`src/rtl/fifo_uart_tx_pkg.sv`:
```
// Shared types for the FIFO-draining UART transmitter.
package fifo_uart_tx_pkg;

  typedef enum logic [2:0] {
    IDLE   = 3'd0,
    START  = 3'd1,
    DATA   = 3'd2,
    PARITY = 3'd3,
    STOP   = 3'd4
  } tx_state_t;

  localparam logic PAR_EVEN = 1'b0;
  localparam logic PAR_ODD  = 1'b1;

endpackage

```
`src/rtl/fifo_uart_tx_if.sv`:
```
// FIFO read-side handshake between the read-pointer block (master) and the transmitter (slave).
interface fifo_uart_tx_if #(
  parameter int DATA_WIDTH = 8
);
  logic                  EMPTY;
  logic [DATA_WIDTH-1:0] RD_DATA;
  logic                  R_INC;

  modport master (output EMPTY, output RD_DATA, input  R_INC);
  modport slave  (input  EMPTY, input  RD_DATA, output R_INC);
endinterface

```
`src/rtl/fifo_uart_tx_parity.sv`:
```
// Parity bit for one FIFO word: even = XOR of all bits, odd = its inverse.
module fifo_uart_tx_parity
  import fifo_uart_tx_pkg::*;
#(
  parameter int DATA_WIDTH = 8
) (
  input  logic [DATA_WIDTH-1:0] data,
  input  logic                  par_typ,
  output logic                  par_bit
);

  always_comb begin
    par_bit = (par_typ == PAR_EVEN) ? (^data) : (~^data);
  end

endmodule

```
`src/rtl/fifo_uart_tx.sv`:
```
// UART transmitter in the FIFO read/baud domain: pops one word per frame and
// sends start, LSB-first data, optional parity and stop, one bit per R_CLK.
module fifo_uart_tx
  import fifo_uart_tx_pkg::*;
#(
  parameter int DATA_WIDTH = 8
) (
  input  logic           R_CLK,
  input  logic           R_RST,
  fifo_uart_tx_if.slave  fifo,
  input  logic           PAR_EN,
  input  logic           PAR_TYP,
  output logic           TX_OUT,
  output logic           BUSY
);

  localparam int CW = (DATA_WIDTH > 1) ? $clog2(DATA_WIDTH) : 1;
  localparam logic [CW-1:0] LAST_BIT = CW'(DATA_WIDTH - 1);

  tx_state_t             state_q, state_d;
  logic [DATA_WIDTH-1:0] shift_q, shift_d;
  logic [CW-1:0]         cnt_q, cnt_d;
  logic                  par_en_q, par_en_d;
  logic                  par_bit_q, par_bit_d;
  logic                  tx_q, tx_d;
  logic                  busy_q, busy_d;
  logic                  load;
  logic                  par_calc;

  // EMPTY is only looked at when the line is free to take a new frame.
  assign load       = ((state_q == IDLE) || (state_q == STOP)) && !fifo.EMPTY;
  assign fifo.R_INC = load & R_RST;
  assign TX_OUT     = tx_q;
  assign BUSY       = busy_q;

  fifo_uart_tx_parity #(.DATA_WIDTH(DATA_WIDTH)) u_parity (
    .data    (fifo.RD_DATA),
    .par_typ (PAR_TYP),
    .par_bit (par_calc)
  );

  always_ff @(posedge R_CLK or negedge R_RST) begin
    if (!R_RST) begin
      state_q   <= IDLE;
      shift_q   <= '0;
      cnt_q     <= '0;
      par_en_q  <= 1'b0;
      par_bit_q <= 1'b0;
      tx_q      <= 1'b1;
      busy_q    <= 1'b0;
    end else begin
      state_q   <= state_d;
      shift_q   <= shift_d;
      cnt_q     <= cnt_d;
      par_en_q  <= par_en_d;
      par_bit_q <= par_bit_d;
      tx_q      <= tx_d;
      busy_q    <= busy_d;
    end
  end

  // Outputs are computed for the state being entered, so the registered
  // line value covers exactly the cycle spent in that state.
  always_comb begin
    state_d   = state_q;
    shift_d   = shift_q;
    cnt_d     = cnt_q;
    par_en_d  = par_en_q;
    par_bit_d = par_bit_q;
    tx_d      = tx_q;
    busy_d    = busy_q;
    unique case (state_q)
      IDLE, STOP: begin
        if (load) begin
          state_d   = START;
          shift_d   = fifo.RD_DATA;
          par_en_d  = PAR_EN;
          par_bit_d = par_calc;
          cnt_d     = '0;
          tx_d      = 1'b0;
          busy_d    = 1'b1;
        end else begin
          state_d = IDLE;
          tx_d    = 1'b1;
          busy_d  = 1'b0;
        end
      end
      START: begin
        state_d = DATA;
        tx_d    = shift_q[0];
        shift_d = shift_q >> 1;
        cnt_d   = '0;
      end
      DATA: begin
        if (cnt_q == LAST_BIT) begin
          if (par_en_q) begin
            state_d = PARITY;
            tx_d    = par_bit_q;
          end else begin
            state_d = STOP;
            tx_d    = 1'b1;
          end
        end else begin
          cnt_d   = cnt_q + CW'(1);
          tx_d    = shift_q[0];
          shift_d = shift_q >> 1;
        end
      end
      PARITY: begin
        state_d = STOP;
        tx_d    = 1'b1;
      end
      default: begin
        state_d = IDLE;
        tx_d    = 1'b1;
        busy_d  = 1'b0;
      end
    endcase
  end

endmodule
```
`src/flat_wrapper.sv`:
```
// flat-port wrapper written by rule: the top's interface ports become plain ports
module fifo_uart_tx_flat import fifo_uart_tx_pkg::*;
#(
  parameter int DATA_WIDTH = 8
)
  (R_CLK, R_RST, PAR_EN, PAR_TYP, TX_OUT, BUSY, fifo_EMPTY, fifo_RD_DATA, fifo_R_INC);
  fifo_uart_tx_if #(.DATA_WIDTH(DATA_WIDTH)) fifo_i ();
  input  logic R_CLK;
  input  logic R_RST;
  input  logic PAR_EN;
  input  logic PAR_TYP;
  output logic TX_OUT;
  output logic BUSY;
  input wire logic [$bits(fifo_i.EMPTY)-1:0] fifo_EMPTY;
  input wire logic [$bits(fifo_i.RD_DATA)-1:0] fifo_RD_DATA;
  output wire logic [$bits(fifo_i.R_INC)-1:0] fifo_R_INC;
  assign fifo_i.EMPTY = fifo_EMPTY;
  assign fifo_i.RD_DATA = fifo_RD_DATA;
  assign fifo_R_INC = fifo_i.R_INC;
  fifo_uart_tx #(.DATA_WIDTH(DATA_WIDTH)) u_core (.R_CLK(R_CLK), .R_RST(R_RST), .fifo(fifo_i), .PAR_EN(PAR_EN), .PAR_TYP(PAR_TYP), .TX_OUT(TX_OUT), .BUSY(BUSY));
endmodule
```
`config.mk`:
```
export PLATFORM = sky130hd
export DESIGN_NAME = fifo_uart_tx_flat
export DESIGN_NICKNAME = d
export VERILOG_FILES = /design/src/rtl/fifo_uart_tx_pkg.sv /design/src/rtl/fifo_uart_tx_if.sv /design/src/rtl/fifo_uart_tx_parity.sv /design/src/rtl/fifo_uart_tx.sv /design/src/flat_wrapper.sv
export SDC_FILE = /design/constraint.sdc
export NUM_CORES = 1
export LEC_CHECK = 0
export CAP_MARGIN = 20
export CORE_ASPECT_RATIO = 1.2
export CORE_UTILIZATION = 46
export CTS_CLUSTER_SIZE = 12
export DETAILED_ROUTE_END_ITERATION = 8
export PLACE_DENSITY = 0.8
export SLEW_MARGIN = 25
export SYNTH_ARGS = -nofsm -noshare
export SYNTH_HDL_FRONTEND = slang
export SYNTH_SLANG_ARGS = --single-unit
```
`constraint.sdc`:
```
create_clock -name R_CLK -period 1.8 [get_ports R_CLK]
set_clock_uncertainty 0.15 [all_clocks]
set_input_delay 0.54 -clock R_CLK [delete_from_list [all_inputs] [get_ports R_CLK]]
set_output_delay 0.54 -clock R_CLK [all_outputs]
set_load 0.02 [all_outputs]
```
; Yosys cells after proc, flatten, opt, wreduce, memory -nomap -nowiden
; Cells that the tools add are included.
[op_classes]
addsub = 1
n_eq_ne = 8
mux = 17
bitwise_logic = 1
n_reduce_logical = 11
[op_table]
columns = operator, count
row1 = $pmux W8 S3, 1
row2 = $mux W8, 2
row3 = $mux W3, 4
row4 = $pmux W3 S4, 1
row5 = $pmux W3 S3, 1
row6 = $reduce_xnor A8 Y1, 1
row7 = $reduce_xor A8 Y1, 1
row8 = $eq A3 B2 Y1 const B, 2
row9 = $eq A3 B3 Y1 const B, 2
row10 = $mux W1, 6
row11 = $ne A2 B1 Y1 const B, 2
row12 = $add A3 B1 Y3 const B, 1
row13 = $eq A3 B1 Y1 const B, 1
row14 = $logic_not A3 Y1, 1
row15 = $pmux W1 S3, 1
row16 = $reduce_and A3 Y1, 1
row17 = $reduce_bool A3 Y1, 1
row18 = $reduce_or A3 Y1, 1
row19 = $ne A2 B2 Y1 const B, 1
row20 = $pmux W1 S2, 1
row21 = $reduce_and A2 Y1, 1
row22 = $reduce_or A2 Y1, 1
row23 = $and A1 B1 Y1, 1
row24 = $logic_and A1 B1 Y1, 1
row25 = other kinds (2), 2
[totals]
ff_bits = 18
inputBits = 13
out_inout_bits = 3
word_cells = 45

; Longest topological paths before layout
[logic_depth]
depth_word = 5
mapped_depth = 7
depth_no_buf = 6

; Hierarchy
; A second synthesis with hierarchy kept.
[unflattened]
hier_cells = 98
area_unflattened_um2 = 1034.7
[modules_own_cells]
columns = module, instances, cells_each, area_per_inst_um2, seq_area_each_um2
row1 = fifo_uart_tx, 1, 91, 952.2, 451.7
row2 = fifo_uart_tx_parity, 1, 7, 82.6, 0.0

; Least setup slack after synthesis
; OpenSTA, ideal clock, no wires.
[synth_timing]
kind = register -> output
from = register u_core.state_q[0]
to = output fifo_R_INC
arrival_time_ps = 1274
required_ps = 1110
path_slack_ps = -164
stages_incl_launch_ff = 5
path_buffers = 2
path_cell_list = dfrtp_1 buf_6 or3_1 clkbuf_1 nor2_1
[synth_between]
elab_chain_len = 4
word_cells_on_any_way = 5
classes_between = eq/ne (1) / bitwise (1) / reduce/logical (3)
[synth_rtl]
columns = element, line_no
row1 = start: declaration, fifo_uart_tx.sv:20  ; tx_state_t state_q, state_d;
row2 = start signal: assignment, fifo_uart_tx.sv:52  ; state_q <= state_d;
row3 = $eq A3 B3 Y1 / $logic_not A3 Y1 (equally long branches), fifo_uart_tx.sv:31  ; assign load = ((state_q == IDLE) || (state_q == STOP)) && !fifo.EMPTY;
row4 = $logic_or A1 B1 Y1 (*), fifo_uart_tx.sv:31
row5 = $logic_and A1 B1 Y1 (*), fifo_uart_tx.sv:31
row6 = $and A1 B1 Y1 (*), fifo_uart_tx.sv:32  ; assign fifo.R_INC = load & R_RST;
row7 = end: declaration, flat_wrapper.sv:16  ; output wire logic [$bits(fifo_i.R_INC)-1:0] fifo_R_INC;
; Every way passes the cells marked *; elsewhere a longest branch is shown, timed or not.

; Worst setup path after layout
; Ends and elaborated chain as after synthesis.

==> results.yml <==
global_routing:
  grt_pass1_wl_microns: 3670
  track_usage: 0.218
  grt_pass1_vias: 857
  antenna_found_initial: 0
  overflow: 0
  grt_max_degree: 19
synth:
  synth_compound_area_frac: 0.154
  synthFlopType: "dfrtp_1"
  syn_inst: 97
  synth_top_cell_by_area: "dfrtp_1"
  syn_avg_cell_area_sq_um: 10.3
  synth_area_leaders: "dfrtp_1 43%, o21ai_2 7.9%, mux2i_1 7.0%"
  yosysSeqAreaShare: 0.451
  synthXorXnorAreaFrac: 0.0838
  ys_ff_latch: 18
  synthTopCellsByCount: "17 x dfrtp_1, 16 x nand2_1, 9 x o21ai_2"
  synth-async-reset-ratio: 1.00
  synthSimpleGateAreaFrac: 0.140
  synth.most_common_cell: "dfrtp_1"
  synth.mux.area_fraction: 0.0812
  yosys.area_share.adder: 0.0250
  synth_edf_count: 0
  post_synth_num_cell_types: 28
  synth_top_area_frac: 0.425
  yosysWarningCount: 0
  synth_top_family_by_area: "compound AO/OA/AOI/OAI gates"
  synth_nets: 112
  mappedNetlistArea_sq_mm: 0.00100
clock_tree:
  insertion_delay_ns: 0.30
  numClockSinks: 18
  numCtsBuffers: 3
  cts_tree: "done"
  h-tree-depth: 1
  clk_pin_slew_ns: 0.11
  cts-root-buf: "clkbuf_4"
  clock_path_buffers: 2
placed_design:
  dpl.hpwl_microns: 1340
  gp_congestion: 0.786
  io_buffers: 15
worst_setup_path:
  critPathMaxStageDelay_ns: 0.39
  crit_path_start_kind: "flip-flop"
  crit_chain: "or3_4 > nor2_4 > buf_6"
  crit_slowest_cell: "dfrtp_1"
  critPathKind: "reg -> out"
  path_max_fanout: 2
  cp.required_ns: 1.11
  critPathCaptureType: "primary output"
  crit_arrival_ns: 1.28
timing:
  worstMarginPinSlew_ns: 0.297
  finalCriticalPeriod_ns: 1.97
  setup_viol: 12
  layout_setup_ws_ns: -0.173
  whs_ns: 0.0970
  rsz0062_at_grt: "true"
  slew_headroom: 0.802
  hold_violations: 0
  period_share: 1.10
  drv_slew: 0
  timing.fmax_ghz: 0.507
run:
  cap_violations: 0
routing:
  wl_per_cell_microns: 14.3
  drc: 0
  ant_nets: 0
  via_count: 817
  drt_iter0_drc: 4
  drtPass1Iterations: 2
  routed_wl_microns: 2180
  viasPerCell: 5.38
floorplanning:
  start_util: 0.488
  die_area_sq_mm: 0.00237
  rows: 18
  die_w_microns: 44.6
  ios: 16
  dieHeight_microns: 53.1
  core_area_sq_mm: 0.00205
pwr:
  ir_drop_v: 0.00114
  total_power_uw: 2250
  cellPowerDensity_mw_per_mm2: 1650
  power_leakage_uw: 0.000600
status:
  status: "finished with violations"
  violations: "setup timing"
finish:
  fillers: 161
  area_growth_syn_to_layout_pct: 36.1
  drive_gt1_frac: 0.418
  diodes: 0
  nets: 138
hold_path:
  holdCritPathClass: "in -> async"
critical path: cells and delay by family, from the launching register on:
kind	cells	cell delay (ns)
and+or+nand+nor	2	0.48
DFF	1	0.39
buffers and inverters	1	0.12
final timing paths:
path / slack (ns) / startpoint / endpoint / cells past startpoint
worst max-delay path: -0.17 / u_core.state_q[0] / fifo_R_INC / 3
worst min-delay path: 0.1 / R_RST / u_core.state_q[0] / 2
max in group asynchronous: 1.14 / R_RST / u_core.TX_OUT / 2
worst max register to register: -0.10 / u_core.cnt_q[1] / u_core.shift_q[2] / 6
worst min register to register: 0.35 / u_core.par_bit_q / u_core.par_bit_q / 2
min in group R_CLK: 0.35 / u_core.par_bit_q / u_core.par_bit_q / 2
repair_timing:
action / in CTS / in global routing
buffers inserted: 0 / 1
pin swaps: 16 / 4
setup endpoints to repair: 15 / 12
gates cloned: 3 / 0
hold buffers: 0 / 0
resized for setup: 29 / 6
power breakdown:
| group | switching, uW | leakage [uW] | internal [uW] |
|---|---|---|---|
| combinational | 685 | 0.000353 | 605 |
| clock | 131 | 0.0000210 | 123 |
| sequential | 113 | 0.000225 | 592 |
kinds of logic after synthesis:
logic type	count (synthesis)
flops	18
simple gates	30
xor+xnor	8
compound gates	22
buf+inv	9
mux	8
fa+ha+maj	2
flip-flops by register name (all words and copies together) (netlist names):
register,cells
u_core.cnt_q,3
u_core.par_en_q,1
u_core.BUSY,1
u_core.par_bit_q,1
u_core.TX_OUT,1
u_core.state_q,3
u_core.shift_q,8
cell usage in the layout, fill, tap and decap left out, types with 2 or more instances in the layout:
cell type	Yosys	final
nand2_1	16	6
a21oi_1	3	2
o211a_4	0	4
dlygate4sd2_1	0	3
o21ai_2	9	10
xor2_1	2	2
inv_1	3	2
xnor2_1	5	4
nor2_1	6	5
nand2b_1	3	3
clkdlybuf4s50_1	0	8
mux2i_1	7	7
buf_4	0	9
dfrtp_1	17	17
nand2_2	0	10
o21ai_0	5	4
clkbuf_4	0	3
layer usage:
metal,track usage,vias up,wire [microns]
met2,0.404,15,1200
li1,-,390,-
met1,0.249,408,885
met4,0.0909,0,29
met3,0.0205,4,61
met5,0,-,0
through the flow:
| step | area (sq um) | worst slack (ns) | setup TNS (ns) | utilization | std cells |
|---|---|---|---|---|---|
| final | 1360 | -0.173 | -1.16 | 0.665 | 152 |
| after CTS | 1340 | -0.229 | -1.11 | 0.654 | 151 |
| after floorplan | 1040 | -0.0765 | -0.843 | - | 97 |
| after global routing | 1360 | -0.206 | -1.61 | 0.665 | 152 |
| after global placement | 1230 | -0.893 | -5.53 | 0.599 | 144 |
| after detailed placement | 1230 | -0.918 | -5.92 | 0.599 | 144 |
cell type report:
class | count | area [sq um] | share of cell area
multi-input cells | 73 | 612 | 0.449
flip-flops and latches | 18 | 452 | 0.331
repair buffers | 24 | 214 | 0.157
well taps | 30 | 37.5 | 0.0275
clock buffers | 4 | 36.3 | 0.0266
inverters | 3 | 11.3 | 0.00826
(Power assumes the default switching activity.)
